$ cat config.mk
export PLATFORM = sky130hd
export DESIGN_NAME = fp_normalize_round_pipe
export DESIGN_NICKNAME = d
export VERILOG_FILES = /design/src/rtl/fp_norm_pkg.sv /design/src/rtl/fp_lzc.sv /design/src/rtl/fp_normalize_round_pipe.sv
export SDC_FILE = /design/constraint.sdc
export NUM_CORES = 1
export LEC_CHECK = 0
export BUFFER_PORTS_ARGS = -buffer_cell sky130_fd_sc_hd__buf_4
export CORE_ASPECT_RATIO = 1.25
export CORE_MARGIN = 5
export CORE_UTILIZATION = 30
export CTS_BUF_LIST = sky130_fd_sc_hd__clkbuf_8
export CTS_CLUSTER_DIAMETER = 60
export CTS_CLUSTER_SIZE = 25
export DETAILED_ROUTE_END_ITERATION = 7
export MAX_ROUTING_LAYER = met4
export PLACE_DENSITY = 0.45
export RECOVER_POWER = 50
export SLEW_MARGIN = 20
export SYNTH_ARGS = -nofsm -noshare
export SYNTH_HDL_FRONTEND = slang
export SYNTH_SLANG_ARGS = --single-unit
$ cat constraint.sdc
create_clock -name clk -period 5.35 [get_ports clk]
set_clock_uncertainty 0.1 [all_clocks]
set_input_delay 0.8025 -clock clk [delete_from_list [all_inputs] [get_ports clk]]
set_output_delay 0.8025 -clock clk [all_outputs]
set_load 0.05 [all_outputs]
$ cat src/rtl/fp_norm_pkg.sv
// Shared types for the normalize/round pipeline: rounding-mode encoding,
// the stage-1 to stage-2 control word and the exponent all-ones constant.
package fp_norm_pkg;

    typedef enum logic [1:0] {
        RM_RNE = 2'd0,
        RM_RTZ = 2'd1,
        RM_RUP = 2'd2,
        RM_RDN = 2'd3
    } round_mode_e;

    // Sliced down to EXP_W by the user; covers any exponent up to 32 bits.
    localparam logic [31:0] EXP_ALL_ONES = 32'hFFFF_FFFF;

    typedef struct packed {
        logic        sign;
        round_mode_e mode;
        logic        bypass;
        logic        is_zero;
        logic        is_sub;
    } s1_ctrl_t;

endpackage

$ cat src/rtl/fp_lzc.sv
// Leading-zero counter; count_o equals W when the input is all zero.
module fp_lzc #(
    parameter int W  = 27,
    parameter int CW = $clog2(W + 1)
) (
    input  logic [W-1:0]  data_i,
    output logic [CW-1:0] count_o,
    output logic          zero_o
);

    always_comb begin
        count_o = CW'(W);
        // Scan upward so the most significant set bit wins.
        for (int i = 0; i < W; i++) begin
            if (data_i[i]) begin
                count_o = CW'(W - 1 - i);
            end
        end
        zero_o = ~|data_i;
    end

endmodule

$ cat src/rtl/fp_normalize_round_pipe.sv
// Two-stage normalize / round / pack pipeline for the FP adder result path.
// Define FP_NORM_FTZ_EN to flush would-be subnormal results to signed zero.
module fp_normalize_round_pipe
    import fp_norm_pkg::*;
#(
    parameter int EXP_W = 8,
    parameter int MAN_W = 23,
    parameter int RES_W = MAN_W + 5
) (
    input  logic                     clk,
    input  logic                     reset,
    input  logic                     in_valid,
    output logic                     in_ready,
    input  logic                     in_sign,
    input  logic [EXP_W-1:0]         in_exp,
    input  logic [RES_W-1:0]         in_mant,
    input  logic                     in_sticky,
    input  logic [1:0]               in_round_mode,
    input  logic                     in_bypass,
    input  logic [EXP_W+MAN_W:0]     in_bypass_word,
    output logic                     out_valid,
    input  logic                     out_ready,
    output logic [EXP_W+MAN_W:0]     out_result,
    output logic                     out_overflow,
    output logic                     out_underflow,
    output logic                     out_inexact
);

    localparam int W  = 1 + EXP_W + MAN_W;
    localparam int NW = RES_W - 1;
    localparam int CW = $clog2(NW + 1);
    localparam int XW = EXP_W + 2;
    localparam logic [EXP_W-1:0] EXP_ONES = EXP_ALL_ONES[EXP_W-1:0];
    localparam logic [EXP_W-1:0] EXP_MAXF = EXP_ONES - 1'b1;

    logic            s1_valid_q, s2_valid_q, s1_adv;
    s1_ctrl_t        s1_ctrl_d, s1_ctrl_q;
    logic [XW-1:0]   s1_exp_d, s1_exp_q;
    logic [NW-1:0]   s1_mant_d, s1_mant_q;
    logic [W-1:0]    s1_word_q;
    logic [W-1:0]    s2_result_d, s2_result_q;
    logic            s2_ovf_d, s2_ovf_q, s2_unf_d, s2_unf_q, s2_inx_d, s2_inx_q;

    logic [CW-1:0]   lzc;
    logic            lzc_zero;
    logic [XW-1:0]   exp_x, lzc_x;

    assign s1_adv   = !s2_valid_q || out_ready;
    assign in_ready = !reset && (!s1_valid_q || s1_adv);

    fp_lzc #(.W(NW), .CW(CW)) u_lzc (
        .data_i  (in_mant[NW-1:0]),
        .count_o (lzc),
        .zero_o  (lzc_zero)
    );

    assign exp_x = XW'(in_exp);
    assign lzc_x = XW'(lzc);

    // Stage 1: normalize so the hidden bit sits at NW-1 with sticky folded into bit 0.
    always_comb begin
        s1_ctrl_d.sign    = in_sign;
        s1_ctrl_d.mode    = round_mode_e'(in_round_mode);
        s1_ctrl_d.bypass  = in_bypass;
        s1_ctrl_d.is_zero = 1'b0;
        s1_ctrl_d.is_sub  = 1'b0;
        s1_exp_d          = exp_x;
        s1_mant_d         = in_mant[NW-1:0];
        if (in_mant[RES_W-1]) begin
            s1_mant_d    = in_mant[RES_W-1:1];
            s1_mant_d[0] = in_mant[1] | in_mant[0] | in_sticky;
            s1_exp_d     = exp_x + XW'(1);
        end else if (lzc_zero) begin
            s1_exp_d  = '0;
            s1_mant_d = {{(NW-1){1'b0}}, in_sticky};
            if (!in_sticky) begin
                s1_ctrl_d.is_zero = 1'b1;
                s1_ctrl_d.sign    = (in_round_mode == RM_RDN);
            end else begin
                s1_ctrl_d.is_sub = 1'b1;
            end
        end else begin
            if (lzc_x < exp_x) begin
                s1_mant_d = in_mant[NW-1:0] << lzc;
                s1_exp_d  = exp_x - lzc_x;
            end else begin
                s1_mant_d        = in_mant[NW-1:0] << (exp_x - XW'(1));
                s1_exp_d         = '0;
                s1_ctrl_d.is_sub = 1'b1;
            end
            s1_mant_d[0] = s1_mant_d[0] | in_sticky;
        end
    end

    logic              g_bit, r_bit, s_bit, lsb, grs, inc, to_inf;
    logic [MAN_W:0]    sig;
    logic [MAN_W+1:0]  sum;
    logic [XW-1:0]     exp_f;

    assign sig   = s1_mant_q[NW-1:3];
    assign lsb   = s1_mant_q[3];
    assign g_bit = s1_mant_q[2];
    assign r_bit = s1_mant_q[1];
    assign s_bit = s1_mant_q[0];
    assign grs   = g_bit | r_bit | s_bit;

    always_comb begin
        inc    = 1'b0;
        to_inf = 1'b0;
        case (s1_ctrl_q.mode)
            RM_RNE: begin inc = g_bit & (r_bit | s_bit | lsb); to_inf = 1'b1;            end
            RM_RTZ: begin inc = 1'b0;                          to_inf = 1'b0;            end
            RM_RUP: begin inc = !s1_ctrl_q.sign & grs;         to_inf = !s1_ctrl_q.sign; end
            RM_RDN: begin inc = s1_ctrl_q.sign & grs;          to_inf = s1_ctrl_q.sign;  end
            default: begin inc = 1'b0; to_inf = 1'b0; end
        endcase
    end

    // A subnormal rounding into the hidden bit bumps the exponent field 0 -> 1.
    assign sum   = {1'b0, sig} + {{(MAN_W+1){1'b0}}, inc};
    assign exp_f = s1_exp_q + XW'(s1_ctrl_q.is_sub ? sum[MAN_W] : sum[MAN_W+1]);

    // Stage 2: round, detect overflow/underflow, pack.
    always_comb begin
        s2_result_d = {s1_ctrl_q.sign, exp_f[EXP_W-1:0], sum[MAN_W-1:0]};
        s2_ovf_d    = 1'b0;
        s2_unf_d    = 1'b0;
        s2_inx_d    = grs;
        if (s1_ctrl_q.bypass) begin
            s2_result_d = s1_word_q;
            s2_inx_d    = 1'b0;
        end else if (s1_ctrl_q.is_zero) begin
            s2_result_d = {s1_ctrl_q.sign, {(W-1){1'b0}}};
            s2_inx_d    = 1'b0;
        end else if (exp_f >= XW'(EXP_ONES)) begin
            s2_ovf_d    = 1'b1;
            s2_inx_d    = 1'b1;
            s2_result_d = to_inf ? {s1_ctrl_q.sign, EXP_ONES, {MAN_W{1'b0}}}
                                 : {s1_ctrl_q.sign, EXP_MAXF, {MAN_W{1'b1}}};
        end else if (exp_f == '0) begin
`ifdef FP_NORM_FTZ_EN
            s2_result_d = {s1_ctrl_q.sign, {(W-1){1'b0}}};
            s2_unf_d    = 1'b1;
            s2_inx_d    = 1'b1;
`else
            s2_unf_d    = grs;
`endif
        end
    end

    always_ff @(posedge clk) begin
        if (reset) begin
            s1_valid_q  <= 1'b0;
            s1_ctrl_q   <= '0;
            s1_exp_q    <= '0;
            s1_mant_q   <= '0;
            s1_word_q   <= '0;
            s2_valid_q  <= 1'b0;
            s2_result_q <= '0;
            s2_ovf_q    <= 1'b0;
            s2_unf_q    <= 1'b0;
            s2_inx_q    <= 1'b0;
        end else begin
            if (in_ready) begin
                s1_valid_q <= in_valid;
                if (in_valid) begin
                    s1_ctrl_q <= s1_ctrl_d;
                    s1_exp_q  <= s1_exp_d;
                    s1_mant_q <= s1_mant_d;
                    s1_word_q <= in_bypass_word;
                end
            end
            if (s1_adv) begin
                s2_valid_q <= s1_valid_q;
                if (s1_valid_q) begin
                    s2_result_q <= s2_result_d;
                    s2_ovf_q    <= s2_ovf_d;
                    s2_unf_q    <= s2_unf_d;
                    s2_inx_q    <= s2_inx_d;
                end
            end
        end
    end

    assign out_valid     = s2_valid_q;
    assign out_result    = s2_result_q;
    assign out_overflow  = s2_ovf_q;
    assign out_underflow = s2_unf_q;
    assign out_inexact   = s2_inx_q;

endmodule

==> impl_metrics.sql, run 1 <==
INSERT INTO impl_metrics (metric_group, metric, value, unit) VALUES
('critical_path', 'critPathRequiredTime', '5.52', 'ns'),
('floorplanning', 'initial_core_util', '0.305', ''),
('layout', 'flow.area_growth_from_synthesis', '18.4', '%'),
('detailed_routing', 'detail_routed_net_length_per_standard_cell', '21.0', 'um'),
('synthesis', 'yosys_register_bits', '112', ''),
('critical_path', 'critical-path-top-cell-by-count', 'sky130_fd_sc_hd__nand3_1', ''),
('timing', 'worst_slew_pin_slew', '2.89', 'ns'),
('timing', 'finalHoldViolCount', '0', ''),
('floorplanning', 'io-pin-count', '114', ''),
('run_status', 'run_status', 'finished, violations left', ''),
('detailed_routing', 'detail_route.vias_per_cell', '5.69', ''),
('timing', 'clock.fmax', '0.206', 'GHz'),
('critical_path', 'worst_ep_arrival_time', '5.02', 'ns'),
('floorplanning', 'width_of_the_die', '156', 'um'),
('detailed_routing', 'first_iter_violations', '563', ''),
('detailed_routing', 'routed-via-count', '8624', ''),
('timing', 'slew-limit-headroom', '-0.927', ''),
('global_route', 'antenna_found_initial', '0', ''),
('floorplanning', 'die_y', '192', 'um'),
('critical_path', 'crit_slowest_cell', 'sky130_fd_sc_hd__a2111oi_0', ''),
('placement', 'place.gp.congestion', '0.971', ''),
('global_route', 'track_usage', '0.215', ''),
('synthesis', 'ys_seq_area_frac', '0.282', ''),
('global_route', 'grt_max_degree', '62', ''),
('synthesis', 'synth_ff_type', 'sky130_fd_sc_hd__dfxtp_1', ''),
('clock_tree', 'tritoncts_num_sinks', '112', ''),
('power', 'share_comb_of_total_power', '0.317', ''),
('run_status', 'violations_in_the_final_reports', 'capacitance limit, slew limit', ''),
('clock_tree', 'cts.root.buffer_cell', 'sky130_fd_sc_hd__clkbuf_8', ''),
('detailed_routing', 'totalWireLength', '31800', 'um'),
('synthesis', 'syn_avg_cell_area', '7.43', 'sq um'),
('detailed_routing', 'final_routed_drc_violation_total', '0', ''),
('power', 'switching_power', '0.791', 'mW'),
('critical_path', 'crit_family', 'simple AND/OR/NAND/NOR gates', ''),
('synthesis', 'synth_top_cells_by_area', 'sky130_fd_sc_hd__dfxtp_1, sky130_fd_sc_hd__a21oi_1, sky130_fd_sc_hd__nand2_1', ''),
('critical_path', 'cp_cell_sequence', 'buf_4, or4_1, nand2b_1, nand3_1, nand3_1, ha_1, nand3_1, or3_1, a21oi_2, mux2_2, a2111oi_0, buf_4, a31oi_1, o211a_1, o41a_1', ''),
('timing', 'final.period_utilization', '0.906', ''),
('layout', 'finalCoreUtilization', '0.361', ''),
('layout', 'layout-drive-gt1-share', '0.175', ''),
('floorplanning', 'core.rowCount', '66', ''),
('synthesis', 'synthesis.instances', '1070', ''),
('critical_path', 'timing.critical_path.from_type', 'input port', ''),
('timing', 'finalMaxSlewViolations', '59', ''),
('timing', 'final.min_clock_period', '4.85', 'ns'),
('floorplanning', 'core', '26100', 'sq um'),
('clock_tree', 'clockBufferDepth', '2', ''),
('global_route', 'grt_first_pass_wirelength', '49500', 'um'),
('clock_tree', 'cts_post_setup_buffers_inserted', '0', ''),
('synthesis', 'post-synth-top-count-cell', 'sky130_fd_sc_hd__nand2_1', ''),
('critical_path', 'critical_path.max_stage_delay', '0.59', 'ns'),
('synthesis', 'number_of_nets_in_the_synthesized_netlist', '1159', ''),
('global_route', 'number_of_global_route_vias_before_repair', '8332', ''),
('clock_tree', 'cts-resized-gates', '0', ''),
('layout', 'nNetsFinal', '1260', ''),
('clock_tree', 'cts_hold_repair.buffers', '0', ''),
('critical_path', 'crit_path_max_fanout', '12', ''),
('power', 'p_seq_frac', '0.456', ''),
('clock_tree', 'clock_insertion_delay_worst_skew', '0.37', 'ns'),
('clock_tree', 'clock_edge_transition_at_the_registers_on_the_reported_setup_and_hold_paths', '0.12', 'ns'),
('synthesis', 'post_synth_most_frequent_cells', 'sky130_fd_sc_hd__nand2_1, sky130_fd_sc_hd__a21oi_1, sky130_fd_sc_hd__dfxtp_1, sky130_fd_sc_hd__nand3_1, sky130_fd_sc_hd__o21ai_0', ''),
('flow_run', 'max-cap-violations', '1', ''),
('power', 'clock_group_share_of_total_power', '0.227', ''),
('timing', 'final-setup-viol-count', '0', ''),
('global_route', 'grt_remaining_overflow', '0', ''),
('layout', 'finish.cell_count_without_fillers', '1515', ''),
('timing', 'setup_tns', '0', 'ns'),
('synthesis', 'synth_area', '7950', 'sq um'),
('critical_path', 'regToRegSetupSlack', '0.59', 'ns'),
('power', 'sw_frac_of_total', '0.376', ''),
('placement', 'numPortBuffers', '113', ''),
('power', 'power.ir.vdd_worst', '0.0000920', 'V');
kinds of logic (layout without fill, tap and decap cells):
family / count (synthesis) / after routing / share of synthesized area
AND/OR/NAND/NOR: 395 / 395 / 0.245
AO/OA/AOI/OAI: 384 / 384 / 0.324
flip-flops: 112 / 112 / 0.282
buffers and inverters: 107 / 212 / 0.0578
XOR/XNOR: 36 / 36 / 0.0397
multiplexers: 24 / 24 / 0.0321
adder cells (fa/ha/maj): 12 / 12 / 0.0198
final cells by class:
class                   count  area (sq um)  share of cell area
clock buffers               9           124              0.0132
clock inverters             6          52.6             0.00559
multi-input cells         851          5280               0.562
well taps                 340           425              0.0452
inverters                  19          71.3             0.00758
repair buffers            178          1210               0.129
flip-flops and latches    112          2240               0.238
routing by layer:
| layer | GRT usage | wire (um) |
|---|---|---|
| met5 | - | 0 |
| met4 | 0.0781 | 1050 |
| met3 | 0.0180 | 1380 |
| met1 | 0.281 | 14300 |
| met2 | 0.347 | 15000 |
power groups by stage:
stage,Combinational [mW],Clock [mW],Sequential [mW]
2_1_floorplan,0.369,0,1.02
3_3_place_gp,0.683,0,0.979
3_5_place_dp,0.679,0,0.980
4_1_cts,0.682,0.499,0.961
5_1_grt,0.728,0.532,0.969
6_report,0.667,0.478,0.960
flip-flops by register name, summed over array words and instances, names as in the netlist:
name	flops
out_result	32
s1_word_q	32
s1_mant_q	27
s1_exp_q	10
s1_ctrl_q	6
out_inexact	1
out_overflow	1
out_underflow	1
out_valid	1
s1_valid_q	1
per-stage QoR:
step	setup WS, ns	area [sq um]	hold WS, ns	power [mW]
6_report	0.502	9410	0.362	2.11
5_1_grt	0.0688	9410	0.374	2.23
4_1_cts	0.225	9540	0.363	2.14
3_5_place_dp	0.101	9370	0.344	1.66
3_3_place_gp	0.103	9370	0.340	1.66
2_1_floorplan	0.629	7950	0.334	1.39
final timing paths:
check,startpoint,end,cells after the start
worst min register to register,out_overflow$_SDFFE_PP0P_,out_overflow$_SDFFE_PP0P_,2
worst max register to register,s1_ctrl_q[5]$_SDFFE_PP0P_,out_result[10]$_SDFFE_PP0P_,21
worst min-delay path,out_overflow$_SDFFE_PP0P_,out_overflow$_SDFFE_PP0P_,2
worst max-delay path,in_mant[10],s1_mant_q[25]$_SDFFE_PP0P_,15
tightest hold or removal path, cell delays in order (launching register included):
cell                      delay, ns
sky130_fd_sc_hd__dfxtp_1       0.33
sky130_fd_sc_hd__nand2_1       0.05
sky130_fd_sc_hd__a21oi_1       0.05
cells in the final DEF (no fill, tap or decap), types with 5 or more instances in the layout:
cell type,Yosys,layout
sky130_fd_sc_hd__buf_4,3,139
sky130_fd_sc_hd__nand2_1,132,132
sky130_fd_sc_hd__a21oi_1,130,130
sky130_fd_sc_hd__dfxtp_1,112,112
sky130_fd_sc_hd__nand3_1,88,88
sky130_fd_sc_hd__o21ai_0,61,60
sky130_fd_sc_hd__nor2_1,49,49
sky130_fd_sc_hd__o211ai_1,37,37
sky130_fd_sc_hd__clkbuf_1,60,37
sky130_fd_sc_hd__nor3_1,26,26
sky130_fd_sc_hd__xor2_1,23,22
sky130_fd_sc_hd__a31oi_1,19,19
sky130_fd_sc_hd__inv_1,18,18
sky130_fd_sc_hd__and3_1,17,17
sky130_fd_sc_hd__nor4_1,15,14
sky130_fd_sc_hd__xnor2_1,13,13
sky130_fd_sc_hd__mux2i_1,14,13
sky130_fd_sc_hd__a21o_1,12,12
sky130_fd_sc_hd__nand4_1,11,11
sky130_fd_sc_hd__ha_1,11,11
sky130_fd_sc_hd__a211oi_1,10,10
sky130_fd_sc_hd__nand2b_1,9,9
sky130_fd_sc_hd__o221ai_1,9,9
sky130_fd_sc_hd__clkbuf_8,0,9
sky130_fd_sc_hd__a221oi_1,8,8
sky130_fd_sc_hd__mux2_2,8,8
sky130_fd_sc_hd__and3_2,8,8
sky130_fd_sc_hd__nor2b_1,8,7
sky130_fd_sc_hd__or3_1,7,7
sky130_fd_sc_hd__o311ai_0,7,7
sky130_fd_sc_hd__a41oi_1,6,6
sky130_fd_sc_hd__o21ai_1,4,5
sky130_fd_sc_hd__and2_1,6,5
sky130_fd_sc_hd__a22oi_1,6,5
sky130_fd_sc_hd__a211o_1,5,5
No activity file was read; power rests on OpenSTA's default activity.
==> run 2: changes to the inputs <==
BUFFER_PORTS_ARGS = -buffer_cell sky130_fd_sc_hd__buf_2   (was -buffer_cell sky130_fd_sc_hd__buf_4)
PLACE_DENSITY = 0.47   (was 0.45)
clock period = 4.35 ns   (was 5.35 ns; I/O delays follow)
==> impl_metrics.sql, run 2 (same netlist as run 1, synthesis figures left out) <==
INSERT INTO impl_metrics (metric_group, metric, value, unit) VALUES
('critical_path', 'worst_ep_arrival_time', '4.43', 'ns'),
('global_route', 'track_usage', '0.220', ''),
('critical_path', 'critical_path.max_stage_delay', '0.36', 'ns'),
('timing', 'final.period_utilization', '0.980', ''),
('critical_path', 'crit_path_max_fanout', '6', ''),
('min_path', 'worst_hold_path_type', 'input port to flip-flop', ''),
('placement', 'hpwl', '25500', 'um'),
('timing', 'final-setup-viol-count', '0', ''),
('timing', 'setup_tns', '0', 'ns'),
('placement', 'numPortBuffers', '113', ''),
('clock_tree', 'cts_hold_repair.buffers', '0', ''),
('detailed_routing', 'detail_routed_net_length_per_standard_cell', '19.6', 'um'),
('timing', 'finalMaxSlewViolations', '52', ''),
('power', 'total_power_divided_by_cell_area', '246', 'nW/um^2'),
('critical_path', 'crit-reg2reg-launch', 's1_ctrl_q[4]$_SDFFE_PP0P_', ''),
('detailed_routing', 'drt_pass1_iterations', '5', ''),
('critical_path', 'crit_slowest_cell', 'sky130_fd_sc_hd__dfxtp_2', ''),
('critical_path', 'setup.worst_path.start', 's1_ctrl_q[4]$_SDFFE_PP0P_', ''),
('critical_path', 'cp_cell_sequence', 'nand2_2, xnor2_2, a211oi_2, ha_2, ha_4, and3_4, nor2b_4, nor3b_4, a41oi_2, o21ai_4, ha_4, ha_4, nand3_4, xor2_1, nor4_2, a22oi_2, buf_6, o21ai_4, buf_12, buf_12, a21oi_2, a21oi_1, a21oi_1', ''),
('critical_path', 'critPathRequiredTime', '4.51', 'ns'),
('layout', 'num-fill-cells', '2818', ''),
('floorplanning', 'initial_core_util', '0.305', ''),
('clock_tree', 'cts.root.buffer_cell', 'sky130_fd_sc_hd__clkbuf_8', ''),
('timing', 'clock.fmax', '0.235', 'GHz'),
('global_route', 'number_of_global_route_vias_before_repair', '8858', ''),
('detailed_routing', 'final_routed_drc_violation_total', '0', ''),
('floorplanning', 'core.rowCount', '66', ''),
('power', 'leakage_power_figure', '4.53', 'nW'),
('power', 'power.ir.vdd_worst', '0.000128', 'V'),
('floorplanning', 'die_y', '192', 'um'),
('clock_tree', 'clock_insertion_delay_worst_skew', '0.39', 'ns'),
('layout', 'flow.area_growth_from_synthesis', '40.1', '%'),
('placement', 'detailed_place.area', '10300', 'sq um'),
('global_route', 'grt_first_pass_wirelength', '50700', 'um'),
('layout', 'most-common-layout-cells', 'sky130_fd_sc_hd__buf_4, sky130_fd_sc_hd__nand2_1, sky130_fd_sc_hd__dfxtp_1', ''),
('detailed_routing', 'antenna_violating_nets_post_route', '0', ''),
('clock_tree', 'clock_tree.htree_level_count', '3', ''),
('layout', 'stdcell_area', '11100', 'sq um'),
('global_route', 'grt_remaining_overflow', '0', ''),
('clock_tree', 'clockBufferDepth', '2', ''),
('clock_tree', 'cts_inserted_buffers', '9', ''),
('run_status', 'violations_in_the_final_reports', 'capacitance limit, slew limit', ''),
('layout', 'nNetsFinal', '1437', ''),
('critical_path', 'critical-path-top-cell-by-count', 'sky130_fd_sc_hd__ha_4', ''),
('detailed_routing', 'totalWireLength', '33200', 'um'),
('placement', 'place.gp.congestion', '0.962', ''),
('timing', 'slew-limit-headroom', '-0.567', ''),
('critical_path', 'worst-path-stages', '23', ''),
('global_route', 'antenna_found_initial', '0', ''),
('layout', 'layout.cells.most_common', 'sky130_fd_sc_hd__buf_4', ''),
('clock_tree', 'clock_edge_transition_at_the_registers_on_the_reported_setup_and_hold_paths', '0.11', 'ns'),
('flow_run', 'max-cap-violations', '1', ''),
('critical_path', 'regToRegSetupSlack', '0.09', 'ns'),
('floorplanning', 'core', '26100', 'sq um'),
('critical_path', 'crit_family', 'compound AO/OA/AOI/OAI gates', ''),
('clock_tree', 'cts_tree', 'yes', ''),
('floorplanning', 'floorplan.die_area', '29900', 'sq um'),
('global_route', 'grt_max_degree', '52', ''),
('layout', 'insertedDiodeCount', '0', ''),
('detailed_routing', 'detail_route.vias_per_cell', '5.42', ''),
('timing', 'grt_setup_unrepaired', 'yes', ''),
('timing', 'worst_slew_pin_slew', '2.35', 'ns'),
('floorplanning', 'width_of_the_die', '156', 'um'),
('critical_path', 'critical_path.n_buffers_inverters', '3', ''),
('critical_path', 'crit_end_element', 'flip-flop', ''),
('layout', 'layout-drive-gt1-share', '0.331', ''),
('detailed_routing', 'first_iter_violations', '533', ''),
('timing', 'finalHoldViolCount', '0', ''),
('timing', 'final.min_clock_period', '4.26', 'ns'),
('detailed_routing', 'routed-via-count', '9169', ''),
('critical_path', 'timing.setup.critical_path_class', 'flip-flop to flip-flop', ''),
('clock_tree', 'tritoncts_num_sinks', '112', ''),
('floorplanning', 'io-pin-count', '114', ''),
('critical_path', 'timing.critical_path.from_type', 'flip-flop', ''),
('run_status', 'run_status', 'finished, violations left', ''),
('critical_path', 'worst-r2r-cell-count', '23', ''),
('critical_path', 'critical_path.reg2reg.endpoint', 'out_result[14]$_SDFFE_PP0P_', ''),
('critical_path', 'timing.critical_path.to', 'out_result[14]$_SDFFE_PP0P_', '');
-- run 2: cell count changes in the layout (fill, tap and decap cells not counted), sizes merged --
cell	delta
buf	+175
clkinvlp	+1
clkbuf	+2
clkinv	-1
-- run 2: worst min-delay path by stage --
stage / cells past startpoint / slack (ns) / startpoint / end
after floorplan: 2 / 0.33 / s1_word_q[31]$_SDFFE_PP0P_ / s1_word_q[31]$_SDFFE_PP0P_
after global placement: 2 / 0.34 / out_overflow$_SDFFE_PP0P_ / out_overflow$_SDFFE_PP0P_
after CTS: 3 / 0.33 / in_bypass_word[3] / s1_word_q[3]$_SDFFE_PP0P_
after global routing: 3 / 0.34 / in_bypass_word[23] / s1_word_q[23]$_SDFFE_PP0P_
after detailed placement: 2 / 0.35 / s1_word_q[2]$_SDFFE_PP0P_ / s1_word_q[2]$_SDFFE_PP0P_
final: 3 / 0.34 / in_bypass_word[20] / s1_word_q[20]$_SDFFE_PP0P_
-- run 2: routing by layer --
metal | vias up | part of all wire | track usage
met5 | - | 0 | -
met3 | 65 | 0.046 | 0.0198
met4 | 0 | 0.043 | 0.0903
met1 | 4269 | 0.44 | 0.279
met2 | 271 | 0.47 | 0.362
li1 | 4564 | - | -
-- run 2: tightest hold or removal path: stages --
cell                      delay, ns
sky130_fd_sc_hd__buf_2         0.07
sky130_fd_sc_hd__nand2_1       0.04
sky130_fd_sc_hd__nand2_1       0.04
-- run 2: stage by stage --
stage                     setup slack, ns  cells  utilization  power, mW  hold slack (ns)
after CTS                         -0.0543   1682        0.414       2.72            0.327
after global routing               -0.133   1692        0.427       2.89            0.339
after floorplan                   -0.0503   1070            -       1.72            0.334
final                              0.0881   1692        0.427       2.74            0.339
after global placement             -0.613   1645        0.394       2.13            0.340
after detailed placement           -0.641   1645        0.394       2.13            0.347
-- run 2: final cells by class --
| type | instances | area, sq um | share of cell area |
|---|---|---|---|
| well taps | 340 | 425 | 0.0382 |
| multi-input cells | 851 | 5750 | 0.516 |
| clock buffers | 9 | 124 | 0.0111 |
| inverters | 19 | 71.3 | 0.00641 |
| flip-flops and latches | 112 | 2240 | 0.202 |
| repair buffers | 355 | 2490 | 0.223 |
| clock inverters | 6 | 37.5 | 0.00337 |
-- run 2: timing repair --
item,CTS,global route
setup endpoints to repair,35,47
pin swaps,22,30
gates cloned,1,2
setup buffers,23,10
resized for setup,37,60
-- run 2: where the power goes --
group | total, mW | switching (mW) | internal, mW | leakage, nW
logic | 0.994 | 0.584 | 0.411 | 3.53
registers | 1.18 | 0.0747 | 1.11 | 0.926
clock network | 0.565 | 0.362 | 0.204 | 0.0827
total | 2.74 | 1.02 | 1.72 | 4.53
